**config.mk**
```make
export PLATFORM = sky130hd
export DESIGN_NAME = pkg_read_sched
export DESIGN_NICKNAME = d
export VERILOG_FILES = /design/src/rtl/pkg_read_sched.sv
export SDC_FILE = /design/constraint.sdc
export NUM_CORES = 1
export LEC_CHECK = 0
export ABC_AREA = 1
export CORE_AREA = 2 2 101 103
export CTS_CLUSTER_SIZE = 20
export DETAILED_ROUTE_END_ITERATION = 8
export DIE_AREA = 0 0 103 105
export PLACE_DENSITY = 0.62
export SYNTH_ARGS = -nofsm -noshare
export SYNTH_HDL_FRONTEND = slang
export SYNTH_SLANG_ARGS = --single-unit
```
**constraint.sdc**
```tcl
create_clock -name rd_clk -period 3.3 [get_ports rd_clk]
set_clock_uncertainty 0.2 [all_clocks]
set_input_delay 0.66 -clock rd_clk [delete_from_list [all_inputs] [get_ports rd_clk]]
set_output_delay 0.66 -clock rd_clk [all_outputs]
set_load 0.01 [all_outputs]
```
**src/rtl/pkg_read_sched.sv**
```systemverilog
`default_nettype none
// ============================================================================
// Module   : pkg_read_sched
// Function : drains each completed ping-pong package and emits it as a framed
//            byte stream; define PKG_CRC_EN to append a 16-bit sum trailer.
// Revision : 1.0
// ============================================================================
module pkg_read_sched #(
    parameter int         PKG_SIZE  = 60,
    parameter int         CNT_WIDTH = 16,
    parameter logic [7:0] SYNC_BYTE = 8'hA5
) (
    input  logic       rd_clk,
    input  logic       rst_n,
    input  logic       enable,
    input  logic       pkg_ready_async,
    output logic       fifo_rd_en,
    input  logic [7:0] fifo_dout,
    input  logic       fifo_valid,
    output logic [7:0] tx_data,
    output logic       tx_valid,
    input  logic       tx_ready,
    output logic       tx_last,
    output logic       busy,
    output logic [7:0] frame_cnt,
    output logic       overrun,
    output logic [7:0] overrun_cnt
);

    localparam logic [15:0]          SIZE16 = 16'(PKG_SIZE);
    localparam logic [CNT_WIDTH-1:0] SIZE_C = CNT_WIDTH'(PKG_SIZE);
    localparam logic [CNT_WIDTH-1:0] ONE_C  = CNT_WIDTH'(1);

    typedef enum logic [2:0] {
        S_IDLE = 3'd0,
        S_HDR  = 3'd1,
        S_PAY  = 3'd2,
        S_TRL  = 3'd3,
        S_DONE = 3'd4
    } state_t;

    state_t               state;
    state_t               state_nxt;
    logic                 sync0;
    logic                 sync1;
    logic                 sync2;
    logic                 pkg_evt;
    logic                 pending;
    logic                 start;
    logic [1:0]           hdr_idx;
    logic [CNT_WIDTH-1:0] rd_left;
    logic [CNT_WIDTH-1:0] tx_left;
    logic                 inflight;
    logic [7:0]           skid_mem [2];
    logic                 skid_wp;
    logic                 skid_rp;
    logic [1:0]           skid_occ;
    logic [1:0]           occ_proj;
    logic                 skid_has;
    logic                 push;
    logic                 pop;
`ifdef PKG_CRC_EN
    logic [15:0]          csum;
    logic                 trl_idx;
`endif

    assign start    = (state == S_IDLE) && pending && enable;
    assign skid_has = (skid_occ != 2'd0);
    assign push     = fifo_valid && inflight;
    assign pop      = (state == S_PAY) && skid_has && tx_ready;
    // Occupancy the skid will hold next cycle before any newly issued read
    // returns; a read is only safe when that leaves room for its data.
    assign occ_proj = skid_occ + {1'b0, push} - {1'b0, pop};
    assign busy     = (state != S_IDLE);

    assign fifo_rd_en = ((state == S_HDR) && tx_ready && (hdr_idx == 2'd3) && (rd_left != '0))
                     || ((state == S_PAY) && (rd_left != '0) && (occ_proj < 2'd2));

    always_ff @(posedge rd_clk) begin
        if (!rst_n) begin
            sync0   <= 1'b0;
            sync1   <= 1'b0;
            sync2   <= 1'b0;
            pkg_evt <= 1'b0;
        end else begin
            sync0   <= pkg_ready_async;
            sync1   <= sync0;
            sync2   <= sync1;
            pkg_evt <= sync1 & ~sync2;
        end
    end

    // An event coinciding with the start of a frame re-arms pending rather
    // than counting as an overrun.
    always_ff @(posedge rd_clk) begin
        if (!rst_n) begin
            pending     <= 1'b0;
            overrun     <= 1'b0;
            overrun_cnt <= 8'd0;
        end else if (start) begin
            pending <= pkg_evt;
        end else if (pkg_evt) begin
            pending <= 1'b1;
            if (pending) begin
                overrun <= 1'b1;
                if (overrun_cnt != 8'hFF) begin
                    overrun_cnt <= overrun_cnt + 8'd1;
                end
            end
        end
    end

    always_ff @(posedge rd_clk) begin
        if (!rst_n) begin
            state     <= S_IDLE;
            hdr_idx   <= 2'd0;
            rd_left   <= '0;
            tx_left   <= '0;
            inflight  <= 1'b0;
            frame_cnt <= 8'd0;
        end else begin
            state <= state_nxt;
            if (start) begin
                hdr_idx <= 2'd0;
                rd_left <= SIZE_C;
                tx_left <= SIZE_C;
            end else begin
                if ((state == S_HDR) && tx_ready) begin
                    hdr_idx <= hdr_idx + 2'd1;
                end
                if (fifo_rd_en) begin
                    rd_left <= rd_left - ONE_C;
                end
                if (pop) begin
                    tx_left <= tx_left - ONE_C;
                end
            end
            if (fifo_rd_en) begin
                inflight <= 1'b1;
            end else if (fifo_valid) begin
                inflight <= 1'b0;
            end
            if (state == S_DONE) begin
                frame_cnt <= frame_cnt + 8'd1;
            end
        end
    end

    always_ff @(posedge rd_clk) begin
        if (!rst_n) begin
            skid_mem[0] <= 8'd0;
            skid_mem[1] <= 8'd0;
            skid_wp     <= 1'b0;
            skid_rp     <= 1'b0;
            skid_occ    <= 2'd0;
        end else begin
            if (push) begin
                skid_mem[skid_wp] <= fifo_dout;
                skid_wp           <= ~skid_wp;
            end
            if (pop) begin
                skid_rp <= ~skid_rp;
            end
            skid_occ <= occ_proj;
        end
    end

`ifdef PKG_CRC_EN
    always_ff @(posedge rd_clk) begin
        if (!rst_n) begin
            csum    <= 16'd0;
            trl_idx <= 1'b0;
        end else if (start) begin
            csum    <= 16'd0;
            trl_idx <= 1'b0;
        end else begin
            if (pop) begin
                csum <= csum + {8'h00, tx_data};
            end
            if ((state == S_TRL) && tx_ready) begin
                trl_idx <= 1'b1;
            end
        end
    end
`endif

    always_comb begin
        state_nxt = state;
        tx_valid  = 1'b0;
        tx_data   = 8'd0;
        tx_last   = 1'b0;
        case (state)
            S_IDLE: begin
                if (start) begin
                    state_nxt = S_HDR;
                end
            end
            S_HDR: begin
                tx_valid = 1'b1;
                case (hdr_idx)
                    2'd0:    tx_data = SYNC_BYTE;
                    2'd1:    tx_data = frame_cnt;
                    2'd2:    tx_data = SIZE16[15:8];
                    default: tx_data = SIZE16[7:0];
                endcase
                if (tx_ready && (hdr_idx == 2'd3)) begin
                    state_nxt = S_PAY;
                end
            end
            S_PAY: begin
                tx_valid = skid_has;
                tx_data  = skid_has ? skid_mem[skid_rp] : 8'd0;
`ifndef PKG_CRC_EN
                tx_last  = skid_has && (tx_left == ONE_C);
`endif
                if (pop && (tx_left == ONE_C)) begin
`ifdef PKG_CRC_EN
                    state_nxt = S_TRL;
`else
                    state_nxt = S_DONE;
`endif
                end
            end
`ifdef PKG_CRC_EN
            S_TRL: begin
                tx_valid = 1'b1;
                tx_data  = trl_idx ? csum[7:0] : csum[15:8];
                tx_last  = trl_idx;
                if (tx_ready && trl_idx) begin
                    state_nxt = S_DONE;
                end
            end
`endif
            S_DONE: begin
                state_nxt = S_IDLE;
            end
            default: begin
                state_nxt = S_IDLE;
            end
        endcase
    end

endmodule
`default_nettype wire

```
== Word-level counts from Yosys, hierarchy flattened ==
Memory sizes are Yosys's and may differ from the RTL's. A register that Yosys moved wholly into a read port is not among the register bits.
Index checks and enable logic that the tools add are counted.

* Add/subtract/negate cells: 7
* Order comparisons: 1
* Eq/ne operators: 11
* Mux-type cells: 26
* Bitwise gates (word level): 6
* Reduce and logical (&&, ||, !) cells: 28

{| class="wikitable"
|+ Operators by type and width
! cell !! count
|-
| 16-bit by 1-bit subtractor with 16-bit output (second input constant) || 2
|-
| 6-bit two-way mux || 4
|-
| 8-bit one-hot mux with 3 select lines || 1
|-
| 8-bit by 1-bit adder with 8-bit output (second input constant) || 2
|-
| 16-bit by 1-bit == test with 1-bit output (second input constant) || 1
|-
| 8-bit two-way mux || 2
|-
| 8-bit one-hot mux with 2 select lines || 1
|-
| 16-bit nonzero test || 1
|-
| 1-bit logical AND || 13
|-
| 1-bit two-way mux || 13
|-
| 2-bit nonzero test || 5
|-
| 3-bit two-way mux || 3
|-
| 3-bit one-hot mux with 3 select lines || 1
|-
| 8-bit inequality test (second input constant) || 1
|-
| 8-bit OR reduction || 1
|-
| 3-bit AND reduction || 2
|-
| 1-bit NOT || 5
|-
| 2-bit == test (second input constant) || 2
|-
| 2-bit by 1-bit inequality test with 1-bit output (second input constant) || 2
|-
| 4-bit AND reduction || 1
|-
| 3-bit by 1-bit == test with 1-bit output (second input constant) || 1
|-
| 3-bit by 2-bit == test with 1-bit output (second input constant) || 1
|-
| 3-bit == test (second input constant) || 1
|-
| 3-bit logical NOT || 1
|-
| other kinds (12) || 12
|}

* Flip-flop bits (word level): 64
* Memory bits (writable): 16
* Input bits: 14
* Output and inout port bits: 29
* Word-level logic and storage cells: 98
* Memories: 1

{| class="wikitable"
|+ Memory list
! memory !! depth !! width !! read ports !! clocked after memory_dff !! write ports !! line !! text
|-
| skid_mem || 2 || 8 || 1 || 1 || 2 || 54 || <nowiki>logic [7:0] skid_mem [2];</nowiki>
|}

== Logic depth before layout (Yosys ltp) ==
Gate-level depths: netlist of run 1.

* Depth in word-level cells: 9
* Gate-level depth with buffers: 17

== Worst setup path after synthesis of run 1 ==
OpenSTA, ideal clock, no wires.

* Path kind: input -> output
* Start point: input tx_ready
* End point: output fifo_rd_en
* Data arrival time: 2125 ps
* Path slack: 315 ps
* Cell stages on the path: 12
* Buffers on the path: 2
* Cells stage by stage: inv_1 > nor2_8 > buf_2 > ha_1 > inv_1 > ha_1 > nand3_1 > nand3_1 > nand2_4 > nand2_4 > clkinv_4 > buf_12

* Longest elaborated chain between the ends: 5
* Elaborated cells between the ends (all ways): 8
* Those cells by class: add/sub (1); order compare (1); reduce/logical (6)

{| class="wikitable"
|+ Ends and longest elaborated chain
! item !! line !! text
|-
| start, declared || 22 || <nowiki>input logic tx_ready,</nowiki>
|-
| 1-bit logical AND || 70 || <nowiki>assign pop = (state == S_PAY) && skid_has && tx_ready;</nowiki>
|-
| named net pop || 61 || <nowiki>logic pop;</nowiki>
|-
| 2-bit by 1-bit subtractor with 2-bit output || 73 || <nowiki>assign occ_proj = skid_occ + {1'b0, push} - {1'b0, pop};</nowiki>
|-
| 2-bit < comparator || 77 || <nowiki>|| ((state == S_PAY) && (rd_left != '0) && (occ_proj < 2'd2));</nowiki>
|-
| 1-bit logical AND || 77 ||
|-
| 1-bit logical OR || 77 ||
|-
| end, declared || 17 || <nowiki>output logic fifo_rd_en,</nowiki>
|}

The timed path passes the listed nets, and every way through them passes these cells.

== Worst setup path after layout of run 1 ==
* Start point: input fifo_valid
* End point: output fifo_rd_en

* Longest elaborated chain between the ends: 6

{| class="wikitable"
|+ Ends and longest elaborated chain
! item !! line !! text
|-
| start, declared || 19 || <nowiki>input logic fifo_valid,</nowiki>
|-
| 1-bit logical AND || 69 || <nowiki>assign push = fifo_valid && inflight;</nowiki>
|-
| 2-bit by 1-bit adder with 2-bit output || 73 ||
|-
| 2-bit by 1-bit subtractor with 2-bit output || 73 ||
|-
| 2-bit < comparator || 77 ||
|-
| 1-bit logical AND || 77 ||
|-
| 1-bit logical OR || 77 ||
|}

No other way between the ends.

==> reports/metrics.cfg, run 1 <==
[global_route]
grtUsageTotal_pct=18.3
grt_max_degree=18
antenna_found_initial=0
first_global_vias=3572
grt_pass1_wl_mm=15.9
gr-total-overflow=0

[timing]
tns_ns=0
worst_slack_ns=0.166
setup_viol=0
fmax_mhz=319
drv_slew=0
tightestPinTransition_ns=0.415
finalHoldViolations=0
min_period_ns=3.13
rsz0062_at_grt=no
fin_crit_sh_pct=95.0
worst_slew_margin_rel_pct=72.3

[detailed_routing]
num_vias=3733
vias_per_cell=4.77
wl_per_cell_microns=11.9
drc=0
wl_mm=9.30
drt-initial-drc-count=123
first_pass_iters=4
final_antenna_net_count=0

[critical_path]
worstPathRequired_ns=2.44
critical-path-max-stage-delay_ns=0.49
slowest_stage=clkdlybuf4s50_1
crit_arrival_ns=2.27
cp_max_fo=2
start_kind=input pin
crit_chain=clkdlybuf4s50_1 > nand2_1 > ha_1 > inv_1 > ha_2 > inv_1 > nand2_1 > nand3_2 > nand2_4 > nand2_4 > clkinv_4 > clkbuf_2
endpoint_kind=output port
worstSetupPathType=input pin to output port

[final_layout]
final_cell_mix=127 x nand2_1, 90 x nor2_1, 75 x inv_1
antenna_cells=0
stdcell_area_sq_mm=0.00519
area_growth_pct=20.6
layout-drive-gt1-share_pct=12.3
mostFrequentLayoutCell=nand2_1
nFillCells=971
nets=671

[power_and_ir_drop]
fin_total_pwr_mw=1.93
leakagePower_nw=2.28
ir_drop_v=0.000192
power.density_mw_per_mm2=372

[logic_synthesis]
netlist_instances=584
synth-seq-cells=81
avgSynthCellArea_sq_um=7.36
synth_fp_nets=610
synthDistinctLibCells=38
seq_area_frac_synth_pct=41.4
ys_warn_count=0
netlist_area_sq_mm=0.00430

[clocking]
cts-root-buf=clkbuf_8
hold_buffers=0
cts_made_buffers=9
clkSinkCount=81
path_clk_slew_ns=0.09
cts_tree=yes
htree_levels=3
clock_latency_ns=0.37
max-clock-path-buffers=2

[place]
port_buffers=42
place.gp.congestion=0.878
place_area_sq_mm=0.00495
dp_hpwl_mm=6.84
post-place-ws_ns=-0.404

[hold_path]
hold_path.class=register to register

[floorplanning]
initial_core_util_pct=44.6
pin_count=43
core_area_sq_mm=0.00964
die_x_microns=103
die_h_microns=105
die_area_sq_mm=0.0108
rows=36

[job]
maxCapViolations=0

[status]
status=finished, final reports clean

-- through the flow --
step / util (%) / instances / hold WS, ns
after floorplan: - / 584 / 0.168
after global placement: 51.4 / 765 / 0.173
after detailed placement: 51.4 / 765 / 0.178
after CTS: 53.6 / 782 / 0.191
after global routing: 53.8 / 783 / 0.203
final: 53.8 / 783 / 0.186
-- metal layers --
layer,vias up,GRT usage [%],share of wire (%)
li1,1973,-,-
met1,1702,24.2,48
met2,46,29.2,47
met3,12,3.75,3.1
met4,0,6.48,1.6
met5,-,0,0
-- critical path, delay by kind of cell --
family	cells	cell delay, ns
adders and majority gates	2	0.45
buffers and inverters	5	0.75
and+or+nand+nor	5	0.41
-- synth_stat cells, drive strengths merged --
library cell  number  area share (%)
a22oi              1            0.17
nand3b             1            0.17
clkbuf             6            0.52
clkinv             2            0.29
nand4              5            0.73
xnor2              6             1.2
dfxtp             65              30
o21ai             18             2.1
edfxtp            16              11
a21oi             49             6.5
o21a               2            0.35
or2                2            0.29
buf                6             1.0
ha                12             3.5
nor2              94             8.8
inv               79             6.9
xor2              19             3.9
nand2            142              14
a31oi              1            0.15
and2               1            0.15
o22ai              4            0.58
mux2i              5             1.2
nand3             36             4.4
o311ai             2            0.41
nor3              10             1.7
-- sequential cells by signal (all words and copies together) (netlist names), 2 cells and up, named ones only --
signal,cells
frame_cnt,8
state,3
skid_mem,16
tx_left,16
overrun_cnt,8
skid_occ,2
hdr_idx,2
rd_left,16
-- logic make-up (layout without fill, tap and decap cells) --
| logic type | Yosys count | in the layout | share of synthesized area [%] |
|---|---|---|---|
| XOR/XNOR | 25 | 25 | 5.09 |
| adder cells (fa/ha/maj) | 12 | 12 | 3.49 |
| AO/OA/AOI/OAI | 77 | 77 | 10.2 |
| multiplexers | 5 | 5 | 1.16 |
| flip-flops | 81 | 81 | 41.4 |
| buffers and inverters | 93 | 159 | 8.76 |
| AND/OR/NAND/NOR | 291 | 291 | 29.8 |
-- path summary, 6_finish.rpt --
kind | start | endpoint | slack, ns | cells past startpoint
min reg2reg | sync2 | pkg_evt | 0.19 | 1
min | sync2 | pkg_evt | 0.19 | 1
max reg2reg | state[1] | rd_left[1] | 0.85 | 17
max | fifo_valid | fifo_rd_en | 0.17 | 12
-- where the power goes --
part | switching (mW) | internal, mW
registers | 0.0102 | 1.02
clock network | 0.388 | 0.364
logic | 0.0847 | 0.0605
-- cell type report --
class                      count  area, sq um  area share (%)
sequential                    81         1780            34.4
timing repair buffer          62          564            10.9
multi-input combinational    410         2150            41.5
tap                          133          166            3.21
inverter                      81          309            5.96
clock buffer                  12          176            3.40
clock inverter                 4         33.8           0.651
-- timing repair --
| action | 4_1_cts | 5_1_grt |
|---|---|---|
| endpoints found under the setup margin | 1 | 1 |
| setup buffers | 1 | 1 |
| pin swaps | 1 | 2 |
| gates resized for setup | 4 | 5 |
| gates cloned | 0 | 0 |
(Power assumes the default switching activity.)
==> inputs of run 2 (changes only) <==
Settings changed: CORE_AREA 2 2 101 103 to 2 2 118 120, DIE_AREA 0 0 103 105 to 0 0 120 122, PLACE_DENSITY 0.62 to 0.47.
==> reports/metrics.cfg, run 2 (synthesized netlist as in run 1, its figures left out) <==
[status]
status=finished, final reports clean

[place]
dp_hpwl_mm=7.45
post-place-ws_ns=-0.427
place_area_sq_mm=0.00500
port_buffers=42
place.gp.congestion=0.834

[final_layout]
top_regs=rd_left: 16 flops, skid_mem: 16 flops, tx_left: 16 flops
antenna_cells=0
layout-drive-gt1-share_pct=11.7
nets=669
mostFrequentLayoutCell=nand2_1
area_growth_pct=23.6
final_cell_mix=127 x nand2_1, 90 x nor2_1, 75 x inv_1
stdcell_area_sq_mm=0.00531

[power_and_ir_drop]
ir_drop_v=0.000194
fin_total_pwr_mw=2.19
power.density_mw_per_mm2=412
leakagePower_nw=2.32

[critical_path]
critPathTopFamily=buffers and inverters
crit_chain=clkdlybuf4s50_1 > nand2_1 > ha_1 > inv_1 > ha_2 > inv_1 > nand2_1 > nand3_2 > nand2_4 > nand2_4 > clkinv_4 > clkbuf_2
slowest_stage=clkdlybuf4s50_1
worstSetupPathType=input pin to output port
endpoint_kind=output port
cp.buffers_inverters=5
worstPathRequired_ns=2.44
critical-path-max-stage-delay_ns=0.48
crit_arrival_ns=2.28
cp_max_fo=2
start_kind=input pin

[timing]
fmax_mhz=318
rsz0062_at_grt=no
tightestPinTransition_ns=0.437
finalHoldViolations=0
worst_slew_margin_rel_pct=70.8
min_period_ns=3.14
fin_crit_sh_pct=95.3
drv_slew=0
tns_ns=0
setup_viol=0
worst_slack_ns=0.156

[detailed_routing]
maxUsedRoutingLayer=met4
first_pass_iters=4
final_antenna_net_count=0
drt-initial-drc-count=191
vias_per_cell=4.56
wl_met2_mm=4.59
drc=0
wl_per_cell_microns=12.1
wl_mm=10.0
num_vias=3778
route.met3.wl_microns=356
wl_met1_mm=4.87

[global_route]
antenna_found_initial=0
grt_pass1_wl_mm=17.2
gr-total-overflow=0
grt_max_degree=19
grtUsageTotal_pct=14.8
first_global_vias=3685

[floorplanning]
rows=43
pin_count=43
initial_core_util_pct=31.8
core_area_sq_mm=0.0135
die_x_microns=120
die_area_sq_mm=0.0146
die_h_microns=122

[clocking]
cts-root-buf=clkbuf_16
hold_buffers=0
path_clk_slew_ns=0.06
cts_made_buffers=9
htree_levels=3
clock_latency_ns=0.34
max-clock-path-buffers=2
cts_tree=yes
clkSinkCount=81

[hold_path]
hold_path.class=register to register

[job]
maxCapViolations=0

[run 2: cell count changes in the layout (fill, tap and decap cells not counted), moves of 2 or more]
cell / previous run / this run
clkinv_2: 0 / 2
clkbuf_8: 11 / 0
clkinv_4: 4 / 2
buf_4: 20 / 18
clkbuf_16: 1 / 9
inv_6: 0 / 2
[run 2: path summary, 6_finish.rpt]
path,startpoint,to,slack (ns),cells past startpoint
max,fifo_valid,fifo_rd_en,0.16,12
min,sync2,pkg_evt,0.19,1
max reg2reg,state[2],rd_left[1],0.86,16
min reg2reg,sync2,pkg_evt,0.19,1
[run 2: final cells by class]
class                           instances  area (sq um)
Clock buffer                           10           229
Clock inverter                          6          66.3
Timing Repair Buffer                   60           549
Fill cell                            1378          8190
Multi-Input combinational cell        410          2150
Inverter                               81           309
Sequential cell                        81          1780
Tap cell                              180           225
[run 2: what timing repair did]
action	4_1_cts	5_1_grt
endpoints found under the setup margin	1	1
cloned	0	0
pin swaps	1	0
resized for setup	4	4
buffers inserted	1	0
[run 2: metrics by stage]
stage	hold slack (ns)	std cells	util, %
finish	0.193	828	39.3
global route	0.220	828	39.3
CTS	0.202	828	39.3
detailed placement	0.180	811	37.1
global placement	0.182	811	37.1
floorplan	0.168	584	-
[run 2: report_power, final]
group	switching [mW]	internal, mW
clock	0.420	0.591
combinational	0.0857	0.0594
sequential	0.0102	1.02
[run 2: per-layer routing]
layer,vias up,GRT usage (%)
met5,-,0
met4,0,6.40
met3,13,2.95
met2,64,23.8
li1,1980,-
met1,1721,19.2
